===== config.mk =====
export PLATFORM = sky130hd
export DESIGN_NAME = tdm_demux_sequencer
export DESIGN_NICKNAME = d
export VERILOG_FILES = /design/src/rtl/tdm_demux_sequencer.sv
export SDC_FILE = /design/constraint.sdc
export NUM_CORES = 1
export LEC_CHECK = 0
export CAP_MARGIN = 10
export CORE_MARGIN = 2
export CORE_UTILIZATION = 51
export CTS_BUF_LIST = sky130_fd_sc_hd__clkbuf_8
export DETAILED_ROUTE_END_ITERATION = 12
export HOLD_SLACK_MARGIN = 0.08
export PLACE_DENSITY = 0.81
export REMOVE_ABC_BUFFERS = 1
export SETUP_SLACK_MARGIN = 0.05
export SKIP_LAST_GASP = 1
export SLEW_MARGIN = 30
export SYNTH_ARGS = -nofsm -noshare
export SYNTH_HDL_FRONTEND = slang
export SYNTH_SLANG_ARGS = --single-unit

===== constraint.sdc =====
create_clock -name CLK -period 2.8 [get_ports CLK]
set_clock_uncertainty 0.2 [all_clocks]
set_input_delay 0.56 -clock CLK [delete_from_list [all_inputs] [get_ports CLK]]
set_output_delay 0.56 -clock CLK [all_outputs]
set_load 0.02 [all_outputs]

===== src/rtl/tdm_demux_sequencer.sv =====
// TDM frame sequencer: takes 8-bit words over valid/ready and serialises them onto a 1:8 demux.
// Latency: handshake at edge k -> slot 0 on I/S from edge k; each slot lasts DWELL cycles.
// Backpressure: DIN_READY is high in IDLE and on slot 7's final dwell cycle only.
// Build option: define TDM_SEQ_MSB_FIRST_EN to send DIN[7-n] in slot n (default is LSB first).
module tdm_demux_sequencer #(
  parameter int unsigned DWELL = 1
) (
  input  logic       CLK,
  input  logic       RST,
  input  logic [7:0] DIN,
  input  logic       DIN_VALID,
  output logic       DIN_READY,
  output logic       I,
  output logic [2:0] S,
  output logic       SLOT_EN,
  output logic       FRAME_DONE,
  output logic       BUSY
);

  typedef enum logic {
    ST_IDLE  = 1'b0,
    ST_SHIFT = 1'b1
  } state_t;

  // Final value of the dwell counter within a slot; DWELL is limited to 1..16.
  localparam logic [3:0] DWELL_LAST = 4'(DWELL - 1);

  state_t     state_q, state_d;
  logic [7:0] word_q, word_d;
  logic [2:0] slot_q, slot_d;
  logic [3:0] dwell_q, dwell_d;
  logic       i_q, i_d;
  logic       en_q, en_d;
  logic       done_q, done_d;

  logic       last_dwell;
  logic       frame_end;
  logic       ready;
  logic       take;

  // Picks the word bit carried in a given slot; the bit order is a build option.
  function automatic logic bit_sel(input logic [7:0] w, input logic [2:0] slot);
    logic [2:0] idx;
`ifdef TDM_SEQ_MSB_FIRST_EN
    idx = ~slot;          // 7 - slot for a 3-bit slot number
`else
    idx = slot;
`endif
    return w[idx];
  endfunction

  assign last_dwell = (dwell_q == DWELL_LAST);
  assign frame_end  = (state_q == ST_SHIFT) && (slot_q == 3'd7) && last_dwell;

  // Ready is combinational so a new word can be taken on the very edge that ends slot 7,
  // giving back-to-back frames without an idle bubble. Held low while reset is asserted.
  assign ready = !RST && ((state_q == ST_IDLE) || frame_end);
  assign take  = DIN_VALID && ready;

  // Next-state and next-output logic; all visible outputs except ready come from registers.
  always_comb begin
    state_d = state_q;
    word_d  = word_q;
    slot_d  = slot_q;
    dwell_d = dwell_q;
    i_d     = i_q;
    en_d    = en_q;
    done_d  = 1'b0;

    case (state_q)
      ST_IDLE: begin
        slot_d  = 3'd0;
        dwell_d = 4'd0;
        i_d     = 1'b0;
        en_d    = 1'b0;
        if (take) begin
          word_d  = DIN;
          i_d     = bit_sel(DIN, 3'd0);
          en_d    = 1'b1;
          state_d = ST_SHIFT;
        end
      end

      ST_SHIFT: begin
        if (last_dwell) begin
          dwell_d = 4'd0;
          if (slot_q == 3'd7) begin
            // Frame complete: pulse done in the following cycle whether or not
            // a new word follows straight away.
            done_d = 1'b1;
            if (take) begin
              word_d  = DIN;
              slot_d  = 3'd0;
              i_d     = bit_sel(DIN, 3'd0);
              en_d    = 1'b1;
            end else begin
              slot_d  = 3'd0;
              i_d     = 1'b0;
              en_d    = 1'b0;
              state_d = ST_IDLE;
            end
          end else begin
            slot_d = slot_q + 3'd1;
            i_d    = bit_sel(word_q, slot_q + 3'd1);
          end
        end else begin
          dwell_d = dwell_q + 4'd1;
        end
      end

      default: begin
        state_d = ST_IDLE;
        slot_d  = 3'd0;
        dwell_d = 4'd0;
        i_d     = 1'b0;
        en_d    = 1'b0;
      end
    endcase
  end

  // State and output registers; reset abandons any frame without a done pulse.
  always_ff @(posedge CLK) begin
    if (RST) begin
      state_q <= ST_IDLE;
      word_q  <= 8'd0;
      slot_q  <= 3'd0;
      dwell_q <= 4'd0;
      i_q     <= 1'b0;
      en_q    <= 1'b0;
      done_q  <= 1'b0;
    end else begin
      state_q <= state_d;
      word_q  <= word_d;
      slot_q  <= slot_d;
      dwell_q <= dwell_d;
      i_q     <= i_d;
      en_q    <= en_d;
      done_q  <= done_d;
    end
  end

  assign DIN_READY  = ready;
  assign I          = i_q;
  assign S          = slot_q;
  assign SLOT_EN    = en_q;
  assign BUSY       = en_q;
  assign FRAME_DONE = done_q;

endmodule

==> results.toml <==
[critical_path]
crit_type = "reg2out"
crit_required_ps = 2040
timing.critical_path.to_type = "primary output"
worst_ep_arrival_time_ps = 1560
worst_setup_path_start_kind = "flip-flop"
critPathMaxFanout = 4

[timing]
finalMaxSlewViolations = 0
final.hold.worst_slack_ps = 274
number_of_failing_setup_endpoints_in_the_final_timing_report = 0
finalWorstPathRequiredPeriod_ps = 2320
fmaxAchievable_mhz = 431
finalHoldViolations = 0
max_slew.worst_pin.slew_ps = 412
slew_headroom_pct = 72.4
final.period_utilization_pct = 82.9
rsz0062_at_grt = "no"
fin_setup_tns_ps = 0

[cts]
worstSkewPairLatency_ps = 250
cts_tree = "built"
clock_sinks = 19
cts-buffers-inserted = 3
ctsHoldBuffers = 0
cts_buffer_depth = 2
cts-htree-levels = 1
clkTransAtPathRegs_ps = 70
clock_tree_root_buffer_cell = "sky130_fd_sc_hd__clkbuf_8"

[routing]
wirelength_um = 1560
via_per_inst = 5.42
route.vias.total = 640
drtAntennaViolNets = 0
drtPass1Iterations = 4
dr.first_iter.drc_count = 12
drc_violation_count_after_routing = 0
route.detailed.wl_per_inst_um = 13.2

[grt]
grt_max_degree = 13
global_route_wire_length_before_repair_um = 2660
globalRouteMet2Util_pct = 30.9
first_global_vias = 627
grtUsageMet1_pct = 22.2
overflow = 0
global_route.usage.total_pct = 18.3
most_crowded_layer_gr = "met2"
grt_antenna_before_repair = 0
use_met3_pct = 3.60

[pwr]
power.density_mw_per_mm2 = 486
max-vdd-ir-drop_v = 0.000287
p_leak_uw = 0.000489

[die]
floorplan.die_area_sq_mm = 0.00205
chipHeight_um = 45.3
core_area_sq_mm = 0.00156
fp-row-count = 14
initial_standard_cell_utilization_of_the_core_pct = 55.8
top_level_ports = 19
dieWidth_um = 45.3

[final_layout]
final_core_util_pct = 71.9
nNetsFinal = 118
diode_insertion_count_for_antenna_repair = 0
drive_above_1_share_pct = 19.6
areaGrowthSynthToFinish_pct = 28.9

[synthesis]
synthDistinctLibCells = 30
mappedNetlistArea_sq_um = 870
synth.yosys.seq_area_share_pct = 43.7
synthesis.instances = 81
syn-mean-instance-area_sq_um = 10.7
ys.warnings.count = 0
yosys_register_bits = 19

[placed_design]
gp_routability_congestion = 0.775
numPortBuffers = 18
detailed_place_hpwl_um = 1130

[min_path]
holdCritPathClass = "reg2reg"

[job]
timing.max_cap.violations = 0

[outcome]
run_status = "finished, final reports clean"
## path summary, 6_finish.rpt
kind / slack (ps) / cells past startpoint / startpoint / to
max reg2reg: 720 / 5 / S[1] / I
min reg2reg: 270 / 1 / dwell_q[0] / dwell_q[0]
min: 270 / 1 / dwell_q[0] / dwell_q[0]
max: 480 / 6 / dwell_q[0] / DIN_READY
## cells in the final DEF (no fill, tap or decap), drive strengths merged
cell type,count
a21boi,1
a21oi,5
a221o,1
and2b,7
and3,1
buf,2
clkbuf,3
clkdlybuf4s50,17
dfxtp,19
dlymetal6s2s,1
ha,4
inv,5
mux2,7
mux2i,1
mux4,2
nand2,4
nand2b,1
nand3,3
nor2,6
nor2b,1
nor3,3
nor3b,1
nor4,1
o21a,1
o21ai,2
or3b,1
xnor2,1
xor2,1
## state kept, by name (all words and copies together), names as in the netlist
| name | cells |
|---|---|
| BUSY | 1 |
| word_q | 8 |
| dwell_q | 4 |
| I | 1 |
| S | 3 |
| state_q | 1 |
| FRAME_DONE | 1 |
## routing by layer
metal  vias up  part of all wire [%]
met5         -                     0
li1        320                     -
met4         0                   1.2
met1       297                    46
met2        19                    49
met3         4                   3.8
## worst max-delay path: stages (launching register included)
cell	delay (ps)
sky130_fd_sc_hd__dfxtp_1	370
sky130_fd_sc_hd__inv_1	60
sky130_fd_sc_hd__ha_1	200
sky130_fd_sc_hd__nor3b_4	170
sky130_fd_sc_hd__a21boi_2	230
sky130_fd_sc_hd__nor2_1	70
sky130_fd_sc_hd__dlymetal6s2s_1	210
## cells by family after synthesis
group / synth area share [%]
AO/OA/AOI/OAI: 7.48
XOR/XNOR: 2.01
adder cells (fa/ha/maj): 5.76
buffers and inverters: 3.74
flip-flops: 43.7
multiplexers: 16.3
AND/OR/NAND/NOR: 21.0
## layout make-up
cell class	instances	area, sq um
timing repair buffer	20	198
multi-input combinational	55	463
clock buffer	3	41.3
inverter	4	15.0
sequential	19	380
clock inverter	1	3.75
tap	16	20.0
fill	121	438
## per-stage QoR
step	power (uW)	std cells	setup slack (ps)	cell area (sq um)
floorplan	332	78	717	852
global placement	365	114	297	1070
detailed placement	367	114	295	1070
CTS	550	118	52.6	1110
global route	567	118	355	1120
finish	545	118	479	1120
## power by group
part / internal, uW / total (uW) / switching, uW
Sequential: 282 / 288 / 5.95
Combinational: 43.9 / 72.7 / 28.8
Clock: 97.4 / 184 / 86.9
## what timing repair did
action	CTS	global route
setup endpoints to repair	0	1
resized for setup	0	2
setup buffers	0	0
## synth_stat cells
master,n,area [sq um]
sky130_fd_sc_hd__inv_1,4,15.0
sky130_fd_sc_hd__buf_2,1,5.00
sky130_fd_sc_hd__nor3b_2,1,12.5
sky130_fd_sc_hd__dfxtp_1,19,380
sky130_fd_sc_hd__o21ai_0,1,5.00
sky130_fd_sc_hd__and2b_1,3,22.5
sky130_fd_sc_hd__or3b_1,1,8.76
sky130_fd_sc_hd__mux2_2,7,78.8
sky130_fd_sc_hd__o21ai_1,1,5.00
sky130_fd_sc_hd__buf_4,1,7.51
sky130_fd_sc_hd__mux4_1,2,52.6
sky130_fd_sc_hd__xnor2_1,1,8.76
sky130_fd_sc_hd__a21boi_2,1,11.3
sky130_fd_sc_hd__o21a_1,1,7.51
sky130_fd_sc_hd__clkbuf_2,1,5.00
sky130_fd_sc_hd__and3_1,1,6.26
sky130_fd_sc_hd__mux2i_1,1,10.0
sky130_fd_sc_hd__nand2b_1,1,6.26
sky130_fd_sc_hd__xor2_1,1,8.76
sky130_fd_sc_hd__a221o_2,1,11.3
sky130_fd_sc_hd__nor2_1,6,22.5
sky130_fd_sc_hd__and2b_2,4,35.0
sky130_fd_sc_hd__nor2b_1,1,6.26
sky130_fd_sc_hd__ha_1,4,50.1
sky130_fd_sc_hd__nor3_4,1,16.3
sky130_fd_sc_hd__a21oi_1,5,25.0
sky130_fd_sc_hd__nor4_1,1,6.26
sky130_fd_sc_hd__nand3_1,3,15.0
sky130_fd_sc_hd__nand2_1,4,15.0
sky130_fd_sc_hd__nor3_1,2,10.0
(Power assumes the default switching activity.)
